<file path="src/rtl/dmem_arbiter.sv">
// Round-robin two-port arbiter and single-access sequencer in front of the data memory.
// Each access takes one IDLE (grant) cycle and one ACCESS cycle, then sends a registered response pulse.
module dmem_arbiter #(
    parameter int MEM_BYTES = 1024
) (
    input  logic        clk,
    input  logic        rst,
    input  logic        a_req,
    input  logic        a_we,
    input  logic [2:0]  a_funct3,
    input  logic [31:0] a_addr,
    input  logic [31:0] a_wdata,
    output logic        a_gnt,
    output logic        a_rsp_valid,
    output logic        a_rsp_err,
    input  logic        b_req,
    input  logic        b_we,
    input  logic [2:0]  b_funct3,
    input  logic [31:0] b_addr,
    input  logic [31:0] b_wdata,
    output logic        b_gnt,
    output logic        b_rsp_valid,
    output logic        b_rsp_err,
    output logic [31:0] rsp_rdata,
    output logic        busy,
    output logic        mem_read,
    output logic        mem_write,
    output logic [31:0] mem_address,
    output logic [31:0] mem_write_data,
    output logic [2:0]  mem_funct3,
    input  logic [31:0] mem_read_data
);

    typedef enum logic {IDLE, ACCESS} state_t;

    localparam logic [32:0] MEM_LIMIT = 33'(MEM_BYTES);
    localparam logic SRC_A = 1'b0;
    localparam logic SRC_B = 1'b1;

    state_t      state, next_state;
    logic        last_winner;
    logic        cmd_we;
    logic [2:0]  cmd_funct3;
    logic [31:0] cmd_addr;
    logic [31:0] cmd_wdata;
    logic        cmd_src;
    logic        cmd_err;

    logic        grant_a, grant_b, grant_any;
    logic        sel_we;
    logic [2:0]  sel_funct3;
    logic [31:0] sel_addr;
    logic [31:0] sel_wdata;
    logic [2:0]  sel_size;
    logic [32:0] sel_last_byte;
    logic        bad_funct3, misaligned, out_of_range, sel_err;
    logic        mem_active;

    // Arbitration: a lone requester wins; under contention the port that did not win last time wins.
    always_comb begin
        grant_a = 1'b0;
        grant_b = 1'b0;
        if (!rst && state == IDLE) begin
            grant_a = a_req && (!b_req || last_winner == SRC_B);
            grant_b = b_req && (!a_req || last_winner == SRC_A);
        end
        grant_any = grant_a || grant_b;
    end

    always_comb begin
        sel_we     = grant_b ? b_we     : a_we;
        sel_funct3 = grant_b ? b_funct3 : a_funct3;
        sel_addr   = grant_b ? b_addr   : a_addr;
        sel_wdata  = grant_b ? b_wdata  : a_wdata;
    end

    // Legality is judged on the request fields so the ACCESS cycle only has to read one flag.
    always_comb begin
        case (sel_funct3[1:0])
            2'b00:   sel_size = 3'd1;
            2'b01:   sel_size = 3'd2;
            default: sel_size = 3'd4;
        endcase
        if (sel_we)
            bad_funct3 = !(sel_funct3 == 3'b000 || sel_funct3 == 3'b001 || sel_funct3 == 3'b010);
        else
            bad_funct3 = !(sel_funct3 == 3'b000 || sel_funct3 == 3'b001 || sel_funct3 == 3'b010 ||
                           sel_funct3 == 3'b100 || sel_funct3 == 3'b101);
        misaligned    = (sel_funct3[1:0] == 2'b01 && sel_addr[0]) ||
                        (sel_funct3[1:0] == 2'b10 && sel_addr[1:0] != 2'b00);
        sel_last_byte = {1'b0, sel_addr} + 33'(sel_size) - 33'd1;
        out_of_range  = sel_last_byte >= MEM_LIMIT;
        sel_err       = bad_funct3 || misaligned || out_of_range;
    end

    always_ff @(posedge clk) begin
        if (rst)
            state <= IDLE;
        else
            state <= next_state;
    end

    always_comb begin
        next_state = state;
        case (state)
            IDLE:    if (grant_any) next_state = ACCESS;
            ACCESS:  next_state = IDLE;
            default: next_state = IDLE;
        endcase
    end

    always_comb begin
        a_gnt          = grant_a;
        b_gnt          = grant_b;
        busy           = (state == ACCESS);
        mem_active     = (state == ACCESS) && !cmd_err;
        mem_read       = mem_active && !rst && !cmd_we;
        mem_write      = mem_active && !rst && cmd_we;
        mem_address    = mem_active ? cmd_addr   : 32'd0;
        mem_write_data = mem_active ? cmd_wdata  : 32'd0;
        mem_funct3     = mem_active ? cmd_funct3 : 3'd0;
    end

    // Command capture at grant and the one-cycle response pulse at the end of ACCESS.
    always_ff @(posedge clk) begin
        if (rst) begin
            last_winner <= SRC_B;
            cmd_we      <= 1'b0;
            cmd_funct3  <= 3'd0;
            cmd_addr    <= 32'd0;
            cmd_wdata   <= 32'd0;
            cmd_src     <= SRC_A;
            cmd_err     <= 1'b0;
            rsp_rdata   <= 32'd0;
            a_rsp_valid <= 1'b0;
            a_rsp_err   <= 1'b0;
            b_rsp_valid <= 1'b0;
            b_rsp_err   <= 1'b0;
        end else begin
            a_rsp_valid <= 1'b0;
            a_rsp_err   <= 1'b0;
            b_rsp_valid <= 1'b0;
            b_rsp_err   <= 1'b0;
            if (state == IDLE && grant_any) begin
                last_winner <= grant_b ? SRC_B : SRC_A;
                cmd_we      <= sel_we;
                cmd_funct3  <= sel_funct3;
                cmd_addr    <= sel_addr;
                cmd_wdata   <= sel_wdata;
                cmd_src     <= grant_b ? SRC_B : SRC_A;
                cmd_err     <= sel_err;
            end
            if (state == ACCESS) begin
                rsp_rdata <= (!cmd_we && !cmd_err) ? mem_read_data : 32'd0;
                if (cmd_src == SRC_A) begin
                    a_rsp_valid <= 1'b1;
                    a_rsp_err   <= cmd_err;
                end else begin
                    b_rsp_valid <= 1'b1;
                    b_rsp_err   <= cmd_err;
                end
            end
        end
    end

endmodule

</file>
<file path="config.mk">
export PLATFORM = sky130hd
export DESIGN_NAME = dmem_arbiter
export DESIGN_NICKNAME = d
export VERILOG_FILES = /design/src/rtl/dmem_arbiter.sv
export SDC_FILE = /design/constraint.sdc
export NUM_CORES = 1
export LEC_CHECK = 0
export BUFFER_PORTS_ARGS = -buffer_cell sky130_fd_sc_hd__buf_2
export CAP_MARGIN = 10
export CORE_ASPECT_RATIO = 1.4
export CORE_MARGIN = 2
export CORE_UTILIZATION = 35
export CTS_CLUSTER_SIZE = 14
export DETAILED_ROUTE_END_ITERATION = 8
export REMOVE_ABC_BUFFERS = 1
export SYNTH_ARGS = -nofsm -noshare
export SYNTH_HDL_FRONTEND = slang
export SYNTH_SLANG_ARGS = --single-unit
</file>
<file path="constraint.sdc">
create_clock -name clk -period 5.7 [get_ports clk]
set_input_delay 0.285 -clock clk [delete_from_list [all_inputs] [get_ports clk]]
set_output_delay 0.285 -clock clk [all_outputs]
set_load 0.02 [all_outputs]
</file>
Word level (Yosys, flattened, before mapping)
Index checks and enable logic that the tools add are counted.

cells by class
  reductions and logical operators = 34
  $add $sub $neg = 2
  $lt $le $gt $ge = 1
  equal/unequal tests = 6
  mux-type cells = 17
  bitwise logic cells = 3

operators by type and width
  cell                   number
  $mux 32                5
  $add 32x3->33          1
  $ge 33x11->1 const B   1
  $sub 33x1->33 const B  1
  $logic_and 1x1->1      11
  $logic_or 1x1->1       10
  $mux 1                 8
  $logic_not 1->1        7
  $eq 3x3->1 const B     2
  $mux 3                 2
  $pmux 3 s2             1
  $reduce_or 3->1        2
  $eq 3x1->1 const B     1
  $eq 3x2->1 const B     1
  $logic_not 3->1        1
  $not 1->1              3
  $eq 2x1->1 const B     1
  $eq 2x2->1 const B     1
  $logic_not 2->1        1
  $pmux 1 s2             1
  $reduce_bool 2->1      1
  $reduce_or 2->1        1

storage, ports and cells
  output and inout port bits = 108
  flip-flop bits (word level) = 108
  word-level logic and storage cells = 76

Longest topological paths before layout
  depth after elaboration = 14
  gate-level depth with buffers = 21
  mapped depth without buffers = 20

Worst setup path before layout
Ideal clock, no wire load.

  path type = register to register
  from = reg state (netlist: busy)
  to = reg cmd_err
  buffers on the path = 2
  stages on the path, launching flop included = 21
  period minus slack after synthesis = 4.591 ns
  slack = 1.109 ns
  setup time = 0.134 ns
  data arrival time = 4.457 ns
  path through = dfxtp_1 -> nor2_2 -> nand3_1 -> buf_1 -> buf_1 -> or3_1 -> o31a_1 -> ha_1 -> inv_1 -> ha_1 -> inv_1 -> fa_1 -> nor2b_1 -> o31ai_2 -> a2111oi_4 -> nor3_1 -> nor4_1 -> o2111ai_1 -> or4_1 -> nor4_2 -> a211oi_1

between the ends
  longest elaborated chain between the ends = 13
  elaborated cells on any way between the ends = 34

ends and longest elaborated chain
  element                                                 line  text
  start: declaration                                      40    state_t state, next_state;
  start signal: assignment                                100   state <= next_state;
  $not 1->1 (*)                                           --
  branches (longest 12 deep; another with $add 32x3->33)  --
  end signal: assignment                                  151   cmd_err <= sel_err;
  end: declaration                                        47    logic cmd_err;

Mark *: on every way between the ends.
A chain may end at the register's enable or synchronous reset.

Final worst setup path
Same ends and word-level chain as after synthesis.

==> results.md <==
* Gr ovfl total at 0
* Least-Margin Pin Slew at 714 ps
* Vias in the first global route at between 6000 and 7000
* Final hold slack at between 100 and 150 ps
* Setup WS post-layout at between 1000 and 1500 ps
* Die width at about 120 um
* Port Buffers at roughly 280
* Hold buffer count at CTS at 0
* Final hold vios at 0
* CTS Root Buffer Type: clkbuf_16
* Adder-cell share of the synthesized area at around 7%
* Static Leak at approximately 4.2 nW
* Fin Clk Skew at 13.1 ps
* Endpoint type of the worst setup path: flop
* CTS Buf Count at 9
* Mapped Area at roughly 0.0066 mm2
* Gr usage total at 20.5%
* DR vias/cell at 5.24
* Largest family of logic cells by synthesized area: compound AO/OA/AOI/OAI gates
* YS warnings at 0
* Setup CP Type: flop to flop
* Clk sinks at around 110
* Simple-Gate Fraction of Synth Area at between 20% and 30%
* Drt wl/cell at around 16 um
* Vias at approximately 6700
* Setup WS pre-CTS at 1250 ps
* Max-cap violations at 0
* CTS tree: built
* Fmax at roughly 0.22 GHz
* Area leader, netlist: dfxtp_1
* Share of cells above drive strength 1 at 31.0%
* Post-synth EDFFs at 0
* Cts repair resizes at 0
* First DRT Iteration DRCs at ~460
* Die Y at between 150 and 200 um
* Die ar. at 0.0198 mm2
* Area Overhead vs Synth at 28.8%
* Largest net degree at the start of global routing at between 50 and 60
* Power Dens Cells at between 200 and 300 mW/mm2
* Rows at between 50 and 60
* Synthesized flop and latch total at 108
* Drt pass-1 iters at 6
* Top post-synthesis cells by count: 108 x dfxtp_1, 82 x nor2_1, 73 x and2_1, 61 x nand2_1, 45 x clkbuf_1
* Remaining antenna violation count at 0
* Outcome: completed
* Worst-Skew Late Latency at ~360 ps
* Xor/xnor share of the synthesized area at 1.60%
* Synth Instances at between 700 and 800
* Initial Util at between 30% and 40%
* Number of top-level pins at 280
* Signal arrival time at the worst endpoint at roughly 4700 ps
* Routability Congestion at about 0.90
* RSZ-0062 raised after global routing: no
* Final min period at 4460 ps
* Initial antenna violation count at 0
* Final Cycle Share at a little under 80%
* Critical Path Fanout Max at 15
* Fin. max-slew vios at 0
* Clock slew seen by the registers of the worst setup and hold paths at ~90 ps
* Startpoint Class: flop
* Final setup fails at 0
* Clock Path Buffers at 2
* Top FF cell, synth: dfxtp_1
* Most common cell in the netlist: dfxtp_1
* Core ar. at 0.0185 mm2
* FILL cells at 1891
* Average size of a mapped cell at between 8 and 9 um2
* Final WL at between 20 and 25 mm
* Number of distinct library cells after synthesis at 65
* Seq/Total Area, Yosys at 33.0%
* Diodes inserted at 0
* First-pass GRT wire length at around 33 mm
* Fraction of the mapped netlist area in compound gates at 25.9%
* Top cells by area, synth: dfxtp_1 33%, and2_1 7.0%, ha_1 6.5%, mux2i_1 5.5%, nor2_1 4.7%
* Final HPWL DP at between 15 and 20 mm
* Post-CTS Setup Bufs at 0
* Hold Path Class: primary input to flop
* Top-area cell type share of the netlist area at 33.0%
* Slew margin rel. at a little over half
* DRC at 0
* Multiplexer share of the synthesized area at 5.84%
* H-tree depth at 3
* Peak supply drop at 178 uV
* Worst path required time at around 5900 ps
* Final #Nets at 1241
* Async S/R FF share, synth at 0%
==> registers in the layout (all words and copies together), names as in the netlist, 3 cells and up <==
register,flops
cmd_addr,32
rsp_rdata,32
cmd_funct3,3
cmd_wdata,32
==> stage by stage <==
stage	util [%]	TNS (ps)	instance area [um2]	cells	power [W]
after floorplan	-	-1220	6330	734	0.00127
after CTS	45.7	0	8440	1283	0.00215
after global routing	45.7	0	8440	1283	0.00225
after global placement	44.1	0	8130	1267	0.00150
after detailed placement	44.1	0	8130	1267	0.00149
final	45.7	0	8440	1283	0.00212
==> cells in the final DEF, fill, tap and decap left out, types with 10 or more instances in the layout <==
master,Yosys,final
inv_1,43,43
nand2_1,61,61
nor3_1,11,10
nand4_1,12,12
a211oi_1,39,39
o211ai_1,10,10
a311oi_1,18,18
ha_1,34,34
a222oi_1,16,16
buf_4,0,10
nor2_1,82,82
mux2i_1,36,36
dfxtp_1,108,108
and2_1,73,73
buf_2,2,279
a22o_1,34,34
o21ai_0,16,16
a21oi_1,28,28
==> kinds of logic after synthesis <==
logic type	Yosys count
adders and majority gates	35
muxes	38
buffers and inverters	101
xor gates and xnor gates	12
and+or+nand+nor	276
DFF	108
AOI/OAI and AO/OA	220
==> final cells by class <==
| type | count | area, um2 | area share (%) |
|---|---|---|---|
| sequential | 108 | 2160 | 25.6 |
| clock inverter | 7 | 82.6 | 0.978 |
| multi-input combinational | 581 | 4030 | 47.7 |
| tap | 244 | 305 | 3.62 |
| inverter | 45 | 170 | 2.02 |
| timing repair buffer | 289 | 1470 | 17.4 |
| clock buffer | 9 | 225 | 2.67 |
==> routing by layer <==
metal / wire length [um] / vias up / global-route usage [%] / part of all wire, %
li1: - / 3360 / - / -
met1: 8530 / 3120 / 23.9 / 41
met2: 10900 / 224 / 37.5 / 52
met3: 1150 / 21 / 3.67 / 5.4
met4: 444 / 0 / 6.75 / 2.1
met5: 0 / - / 0 / 0
==> worst paths after layout <==
kind / from / endpoint / slack, ps / cells after the start
setup / recovery: busy$_SDFF_PP0_ / cmd_err$_SDFFE_PP0P_ / 1240 / 18
hold / removal: mem_read_data[25] / rsp_rdata[25]$_SDFFE_PP0P_ / 140 / 2
setup reg to reg: busy$_SDFF_PP0_ / cmd_err$_SDFFE_PP0P_ / 1240 / 18
hold reg to reg: rsp_rdata[24]$_SDFFE_PP0P_ / rsp_rdata[24]$_SDFFE_PP0P_ / 480 / 1
==> power breakdown <==
part	internal, W	total [W]	switching (W)
combinational	0.000258	0.000642	0.000384
clock	0.000318	0.000648	0.000330
sequential	0.000808	0.000834	0.0000256
total	0.00138	0.00212	0.000740
==> critical path, cell delays in order, from the launching register on <==
cell and delay (ps):
dfxtp_1 390, nor2_2 190, nand3_4 180, inv_2 330, mux2i_1 290, ha_1 260, inv_1 50, ha_1 160
inv_1 60, fa_1 360, nor2b_1 140, o31ai_2 120, a2111oi_4 400, nor3_1 110, nor4_1 270, o2111ai_1 140
or4_1 530, nor4_2 230, a211oi_1 100
Power figures use the tool's default switching activity.
